`config.mk`:
```
export PLATFORM = sky130hd
export DESIGN_NAME = muldiv_seq_flat
export DESIGN_NICKNAME = d
export VERILOG_FILES = /design/src/rtl/muldiv_seq_pkg.sv /design/src/rtl/muldiv_seq_if.sv /design/src/rtl/muldiv_seq.sv /design/src/flat_wrapper.sv
export SDC_FILE = /design/constraint.sdc
export NUM_CORES = 1
export LEC_CHECK = 0
export CORE_AREA = 10 10 183 185
export DETAILED_ROUTE_END_ITERATION = 12
export DIE_AREA = 0 0 193 195
export HOLD_SLACK_MARGIN = 0.12
export PLACE_DENSITY = 0.7
export SLEW_MARGIN = 5
export SYNTH_ARGS = -nofsm -noshare
export SYNTH_HDL_FRONTEND = slang
export SYNTH_SLANG_ARGS = --single-unit
```
`constraint.sdc`:
```
create_clock -name clk -period 7.2 [get_ports clk]
set_input_delay 1.8 -clock clk [delete_from_list [all_inputs] [get_ports clk]]
set_output_delay 1.8 -clock clk [all_outputs]
set_load 0.02 [all_outputs]
```
`src/rtl/muldiv_seq_pkg.sv`:
```
// Shared definitions for the sequential RV32M multiply/divide unit.
//   op_e        : RV32M funct3 encodings (MUL..REMU)
//   state_e     : controller state encoding (IDLE, CALC, FIX, DONE)
//   ITERATIONS  : number of radix-2 iterations per normal operation
package muldiv_seq_pkg;

    localparam int unsigned ITERATIONS = 32;
    localparam int unsigned CntW       = $clog2(ITERATIONS);

    typedef enum logic [2:0] {
        OpMul    = 3'b000,
        OpMulh   = 3'b001,
        OpMulhsu = 3'b010,
        OpMulhu  = 3'b011,
        OpDiv    = 3'b100,
        OpDivu   = 3'b101,
        OpRem    = 3'b110,
        OpRemu   = 3'b111
    } op_e;

    typedef enum logic [1:0] {
        StIdle = 2'd0,
        StCalc = 2'd1,
        StFix  = 2'd2,
        StDone = 2'd3
    } state_e;

endpackage

```
`src/rtl/muldiv_seq_if.sv`:
```
// Request/response bundle between the core and the multiply/divide unit.
//   start  : request to begin an operation
//   op     : RV32M funct3
//   a, b   : rs1 / rs2 operand values
//   kill   : pipeline flush, aborts the operation in progress
//   busy   : unit is computing (core stalls)
//   done   : one-cycle pulse, result valid
//   result : last completed result
// master = core side, slave = the unit.
interface muldiv_seq_if #(
    parameter int unsigned XLEN = 32
);
    logic            start;
    logic [2:0]      op;
    logic [XLEN-1:0] a;
    logic [XLEN-1:0] b;
    logic            kill;
    logic            busy;
    logic            done;
    logic [XLEN-1:0] result;

    modport master (
        output start, op, a, b, kill,
        input  busy, done, result
    );

    modport slave (
        input  start, op, a, b, kill,
        output busy, done, result
    );
endinterface

```
`src/rtl/muldiv_seq.sv`:
```
// Sequential RV32M multiply/divide unit.
// Multiply: radix-2 shift-add on operand magnitudes, 32 iterations.
// Divide:   restoring radix-2 on operand magnitudes, 32 iterations.
// Both share one 64-bit accumulator and one 33-bit adder/subtractor; signs are
// reapplied in a single FIX cycle. Divide-by-zero and signed overflow skip the
// iterations and go straight to FIX.
// Ports:
//   clk   : rising-edge clock
//   reset : asynchronous active-high reset
//   bus   : muldiv_seq_if slave (start/op/a/b/kill in, busy/done/result out)
module muldiv_seq
    import muldiv_seq_pkg::*;
#(
    parameter int unsigned XLEN = 32
) (
    input  logic        clk,
    input  logic        reset,
    muldiv_seq_if.slave bus
);

    localparam logic [XLEN-1:0] MinNeg = {1'b1, {(XLEN-1){1'b0}}};

    state_e            state_q, state_d;
    logic [CntW-1:0]   cnt_q;
    op_e               op_q;
    logic [XLEN-1:0]   a_q;
    logic [XLEN-1:0]   b_mag_q;
    logic              neg_q;
    logic              special_q;
    logic [2*XLEN-1:0] acc_q;
    logic [XLEN-1:0]   result_q;

    // Incoming request decode
    logic            can_accept, accept;
    logic            a_signed_in, b_signed_in, sign_a_in, sign_b_in;
    logic            is_div_in, is_rem_in, ovf_in, special_in, neg_in;
    logic [XLEN-1:0] a_mag_in, b_mag_in;

    always_comb begin
        can_accept  = (state_q == StIdle) || (state_q == StDone);
        accept      = can_accept && bus.start && !bus.kill;
        is_div_in   = bus.op[2];
        is_rem_in   = (bus.op == OpRem) || (bus.op == OpRemu);
        a_signed_in = (bus.op == OpMul) || (bus.op == OpMulh) || (bus.op == OpMulhsu) ||
                      (bus.op == OpDiv) || (bus.op == OpRem);
        b_signed_in = (bus.op == OpMul) || (bus.op == OpMulh) ||
                      (bus.op == OpDiv) || (bus.op == OpRem);
        sign_a_in   = a_signed_in && bus.a[XLEN-1];
        sign_b_in   = b_signed_in && bus.b[XLEN-1];
        a_mag_in    = sign_a_in ? (~bus.a + 1'b1) : bus.a;
        b_mag_in    = sign_b_in ? (~bus.b + 1'b1) : bus.b;
        ovf_in      = ((bus.op == OpDiv) || (bus.op == OpRem)) &&
                      (bus.a == MinNeg) && (bus.b == {XLEN{1'b1}});
        special_in  = is_div_in && ((bus.b == '0) || ovf_in);
        // Remainder takes the dividend's sign; product and quotient take signA ^ signB.
        neg_in      = is_rem_in ? sign_a_in : (sign_a_in ^ sign_b_in);
    end

    // Shared 33-bit adder/subtractor and iteration step
    logic            is_div_q;
    logic [XLEN:0]   add_x, add_y, add_sum;
    logic [2*XLEN-1:0] acc_next;

    always_comb begin
        is_div_q = op_q[2];
        // Divide looks at the remainder shifted left by one with the next dividend bit.
        add_x    = is_div_q ? acc_q[2*XLEN-1:XLEN-1] : {1'b0, acc_q[2*XLEN-1:XLEN]};
        add_y    = {1'b0, b_mag_q};
        add_sum  = add_x + (add_y ^ {(XLEN+1){is_div_q}}) + {{XLEN{1'b0}}, is_div_q};
        if (is_div_q) begin
            // add_sum[XLEN] set means borrow: restore by keeping the shifted remainder.
            if (!add_sum[XLEN]) begin
                acc_next = {add_sum[XLEN-1:0], acc_q[XLEN-2:0], 1'b1};
            end else begin
                acc_next = {acc_q[2*XLEN-2:0], 1'b0};
            end
        end else begin
            if (acc_q[0]) begin
                acc_next = {add_sum, acc_q[XLEN-1:1]};
            end else begin
                acc_next = {1'b0, acc_q[2*XLEN-1:1]};
            end
        end
    end

    // Sign fix-up and result selection
    logic [2*XLEN-1:0] prod;
    logic [XLEN-1:0]   quo, rem, fix_result;

    always_comb begin
        prod       = neg_q ? (~acc_q + 1'b1) : acc_q;
        quo        = neg_q ? (~acc_q[XLEN-1:0] + 1'b1) : acc_q[XLEN-1:0];
        rem        = neg_q ? (~acc_q[2*XLEN-1:XLEN] + 1'b1) : acc_q[2*XLEN-1:XLEN];
        fix_result = '0;
        unique case (op_q)
            OpMul: fix_result = prod[XLEN-1:0];
            OpMulh, OpMulhsu, OpMulhu: fix_result = prod[2*XLEN-1:XLEN];
            OpDiv, OpDivu: begin
                if (special_q) begin
                    // b magnitude 0 means divide by zero, otherwise signed overflow.
                    fix_result = (b_mag_q == '0) ? {XLEN{1'b1}} : MinNeg;
                end else begin
                    fix_result = quo;
                end
            end
            OpRem, OpRemu: begin
                if (special_q) begin
                    fix_result = (b_mag_q == '0) ? a_q : '0;
                end else begin
                    fix_result = rem;
                end
            end
        endcase
    end

    // FSM: state register
    always_ff @(posedge clk or posedge reset) begin
        if (reset) begin
            state_q <= StIdle;
        end else begin
            state_q <= state_d;
        end
    end

    // FSM: next state
    always_comb begin
        state_d = state_q;
        if (bus.kill) begin
            state_d = StIdle;
        end else begin
            unique case (state_q)
                StIdle, StDone: begin
                    if (bus.start) begin
                        state_d = special_in ? StFix : StCalc;
                    end else begin
                        state_d = StIdle;
                    end
                end
                StCalc: begin
                    if (cnt_q == '0) begin
                        state_d = StFix;
                    end
                end
                StFix: state_d = StDone;
            endcase
        end
    end

    // FSM: outputs
    always_comb begin
        bus.busy   = (state_q == StCalc) || (state_q == StFix);
        bus.done   = (state_q == StDone);
        bus.result = result_q;
    end

    // Datapath registers
    always_ff @(posedge clk or posedge reset) begin
        if (reset) begin
            cnt_q     <= '0;
            op_q      <= OpMul;
            a_q       <= '0;
            b_mag_q   <= '0;
            neg_q     <= 1'b0;
            special_q <= 1'b0;
            acc_q     <= '0;
            result_q  <= '0;
        end else begin
            if (accept) begin
                op_q      <= op_e'(bus.op);
                a_q       <= bus.a;
                b_mag_q   <= b_mag_in;
                neg_q     <= neg_in;
                special_q <= special_in;
                acc_q     <= {{XLEN{1'b0}}, a_mag_in};
                cnt_q     <= special_in ? '0 : CntW'(ITERATIONS - 1);
            end else if ((state_q == StCalc) && !bus.kill) begin
                acc_q <= acc_next;
                if (cnt_q != '0) begin
                    cnt_q <= cnt_q - 1'b1;
                end
            end
            if ((state_q == StFix) && !bus.kill) begin
                result_q <= fix_result;
            end
        end
    end

endmodule
```
`src/flat_wrapper.sv`:
```
// flat-port wrapper written by rule: the top's interface ports become plain ports
module muldiv_seq_flat import muldiv_seq_pkg::*;
#(
    parameter int unsigned XLEN = 32
)
  (clk, reset, bus_start, bus_op, bus_a, bus_b, bus_kill, bus_busy, bus_done, bus_result);
  muldiv_seq_if #(.XLEN(XLEN)) bus_i ();
  input  logic clk;
  input  logic reset;
  input wire logic [$bits(bus_i.start)-1:0] bus_start;
  input wire logic [$bits(bus_i.op)-1:0] bus_op;
  input wire logic [$bits(bus_i.a)-1:0] bus_a;
  input wire logic [$bits(bus_i.b)-1:0] bus_b;
  input wire logic [$bits(bus_i.kill)-1:0] bus_kill;
  output wire logic [$bits(bus_i.busy)-1:0] bus_busy;
  output wire logic [$bits(bus_i.done)-1:0] bus_done;
  output wire logic [$bits(bus_i.result)-1:0] bus_result;
  assign bus_i.start = bus_start;
  assign bus_i.op = bus_op;
  assign bus_i.a = bus_a;
  assign bus_i.b = bus_b;
  assign bus_i.kill = bus_kill;
  assign bus_busy = bus_i.busy;
  assign bus_done = bus_i.done;
  assign bus_result = bus_i.result;
  muldiv_seq #(.XLEN(XLEN)) u_core (.clk(clk), .reset(reset), .bus(bus_i));
endmodule
```
==> impl_metrics.yaml <==
critical_path:
  path_class: "flop to flop"
  crit_top_cell: "buf_4"
  critPathTopFamily: "compound AO/OA/AOI/OAI gates"
  startpoint_type: "flop"
  rrSetupSlack_ns: 2.12
  critical_path.reg2reg.endpoint: "u_core.acc_q[37]"
  rr_startpoint: "u_core.op_q[2]"
  path_max_fanout: 46
  cp.buffers_inverters: 2
  slowest_delay_ns: 0.89
  cp.required_ns: 7.60
  arrival_ns: 5.48
  endpoint_kind: "flop"
  cpMaxStageDelayCell: "o211ai_2"
  crit_chain: "buf_4 > xor2_1 > ha_1 > a211o_1 > a2111o_1 > and3_1 > o211ai_1 > nand2_1 > o211ai_2 > buf_4 > mux2_2 > a21oi_1 > a21o_1"
  rr_worst_depth: 13
clock_tree:
  cts_made_buffers: 17
  cts_tree: "yes"
  cts_buffer_depth: 2
  clock_latency_ns: 0.46
  postCtsHoldBufs: 0
  cts_sinks: 172
  cts.root.buffer_cell: "clkbuf_16"
  postCtsSetupBuffers: 0
  cts_resized: 0
  path_clk_slew_ns: 0.07
  htreeDepth: 4
power:
  peakVddDrop_mv: 0.220
  fin_total_pwr_uw: 9150
  p_leak_uw: 0.00700
  power_density_mw_per_mm2: 545
global_routing:
  grt_remaining_overflow: 0
  antenna_found_initial: 1
  track_usage: 0.275
  grt.met3_usage: 0.0732
  use_met1: 0.400
  grt_pass1_wl_um: 81000
  grt.busiest_layer: "met1"
  grt_util_met2: 0.390
  grt_pass1_vias: 13700
  grt_max_degree: 91
final_layout:
  fin_util: 0.559
  n_antenna_cell: 0
  drive_gt1_frac: 0.0604
  synthToLayoutAreaGrowth_pct: 11.7
  finalNetCount: 2056
  stdcell_area_mm2: 0.0168
  fill_cells: 2929
min_path:
  min_path_type: "flop to flop"
  whs_path_depth: 2
  min_to: "u_core.bus.result[6]"
  min_from: "u_core.bus.result[6]"
logic_synthesis:
  yosysSeqAreaShare: 0.286
  synth_edf_count: 0
  synth_ff_type: "dfrtp_1"
  synth_cells: 1949
  ys_ff_latch: 172
  synthArstFlopShare: 1.00
  netlist_area_mm2: 0.0150
  ys_warn_count: 0
  avgSynthCellArea_um2: 7.71
  synth_cell_types: 81
  syn_nets: 2062
timing:
  hold_violations: 0
  setup_viol: 0
  final_max_slew_viol_count: 0
  finalWorstSetupSlack_ns: 2.12
  fin_tns_setup_ns: 0
  slew_headroom: 0.263
  worstMarginPinSlew_ns: 1.10
  rsz0062_at_grt: "no"
  max_freq_mhz: 197
  post-route-period-util: 0.706
  period_minus_slack_ns: 5.08
  clock_skew_ns: 0.0154
detailed_routing:
  drtPass1Iterations: 6
  wl_per_cell_um: 22.6
  vias_per_cell: 6.38
  vias: 15000
  drt_iter0_drc: 1886
  route.detailed.drc: 0
  antenna_left: 0
  wl_um: 53100
die:
  dieWidth_um: 193
  rows: 64
  die_h_um: 195
  coreArea_mm2: 0.0300
  start_util: 0.501
  dieArea_mm2: 0.0376
  io_pins: 105
place:
  post_dp_cell_area_mm2: 0.0162
  finalWeightedCongestion: 0.982
  place_ws_ns: 2.21
  dp_hpwl_um: 39700
  numPortBuffers: 104
job:
  maxCapViolations: 0
status:
  status: "finished, final reports clean"
==> layout make-up <==
| cell class | count | area, um2 | area share |
|---|---|---|---|
| tap | 396 | 495 | 0.0295 |
| inverter | 41 | 159 | 0.00947 |
| clock inverter | 13 | 166 | 0.00991 |
| timing repair buffer | 124 | 1190 | 0.0710 |
| sequential | 172 | 4310 | 0.257 |
| clock buffer | 18 | 439 | 0.0262 |
| multi-input combinational | 1587 | 10000 | 0.597 |
==> layer usage <==
metal  wire, um  vias up
li1           -     6996
met1      23700     7218
met2      22500      714
met3       5750       72
met4       1120        2
met5         13        -
==> layout by cell type (no fill, tap or decap), types with 29 or more instances in the layout <==
master           netlist  layout
inv_1                 40      39
o211ai_1              46      46
xnor2_1               84      84
nor2_1               103     101
nand3_1               36      36
ha_1                  41      41
mux2i_1               52      52
xor2_1               120     120
a21oi_1              122     122
clkdlybuf4s50_1        0     104
mux2_2                29      29
nand2_1              343     343
o21ai_0              206     206
o31ai_1               34      34
dfrtp_1              172     169
nor3_1                39      39
==> worst register-to-register path: cells and delay by family, from the launching register on <==
kind	cells	cell delay (ns)
AOI/OAI and AO/OA	6	2.16
buffers and inverters	2	0.87
DFF	1	0.73
and+or+nand+nor	2	0.36
muxes	1	0.35
adders and majority gates	1	0.31
xor gates and xnor gates	1	0.23
==> through the flow <==
stage / std cells / hold WS, ns
6_report: 2351 / 0.475
5_1_grt: 2351 / 0.499
4_1_cts: 2351 / 0.483
3_5_place_dp: 2320 / 0.465
3_3_place_gp: 2320 / 0.457
2_1_floorplan: 1949 / 0.437
==> cell families after synthesis <==
group	share of synthesized area
fa+ha+maj	0.0355
buf+inv	0.0486
simple gates	0.202
compound gates	0.252
flops	0.286
mux	0.0563
xor+xnor	0.119
==> registers in the layout, indices dropped and copies added (netlist names), 2 cells and up <==
register and count:
u_core.op_q 3, u_core.cnt_q 5, u_core.b_mag_q 32, u_core.a_q 32, u_core.acc_q 64, u_core.bus.result 32, u_core.state_q 2
==> cell usage after synthesis (7+ instances only) <==
master    count  area share
nand2_1     343       0.086
o21ai_0     206       0.069
dfrtp_1     172        0.29
a21oi_1     122       0.041
clkbuf_1    120       0.030
xor2_1      120       0.070
nor2_1      103       0.026
xnor2_1      84       0.049
mux2i_1      52       0.035
o211ai_1     46       0.023
ha_1         41       0.034
inv_1        40       0.010
nor3_1       39       0.013
nand3_1      36       0.012
o31ai_1      34       0.017
mux2_2       29       0.022
nor4_1       26       0.011
a21o_1       23       0.011
nand4_1      21      0.0087
buf_1        20      0.0050
o22ai_1      20      0.0083
a31oi_1      16      0.0067
nand2b_1     15      0.0062
o21ai_1      14      0.0047
or3_1        14      0.0058
a211oi_1     12      0.0060
o41ai_1      12      0.0070
o221ai_1     11      0.0064
or4_1        10      0.0050
a22oi_1       9      0.0045
and2_1        9      0.0037
and3_1        9      0.0037
buf_2         8      0.0027
o31a_1        8      0.0047
a221oi_1      7      0.0041
nor2b_1       7      0.0029
or2_2         7      0.0029
==> report_power, final <==
group          switching (uW)  leakage, uW  internal, uW  total (uW)
Sequential                734      0.00215          1400        2140
Combinational            3760      0.00456          2270        6030
Clock                     431     0.000289           556         987
==> worst max-delay path by stage <==
stage | from | slack (ns) | cells past startpoint | end
2_1_floorplan | reset | 0.74 | 1 | u_core.a_q[0]
3_3_place_gp | u_core.op_q[2] | 2.26 | 13 | u_core.acc_q[37]
3_5_place_dp | u_core.op_q[2] | 2.21 | 13 | u_core.acc_q[37]
4_1_cts | u_core.op_q[2] | 2.18 | 13 | u_core.acc_q[37]
5_1_grt | u_core.op_q[2] | 1.85 | 13 | u_core.acc_q[37]
6_report | u_core.op_q[2] | 2.12 | 13 | u_core.acc_q[37]
(Power assumes the default switching activity.)
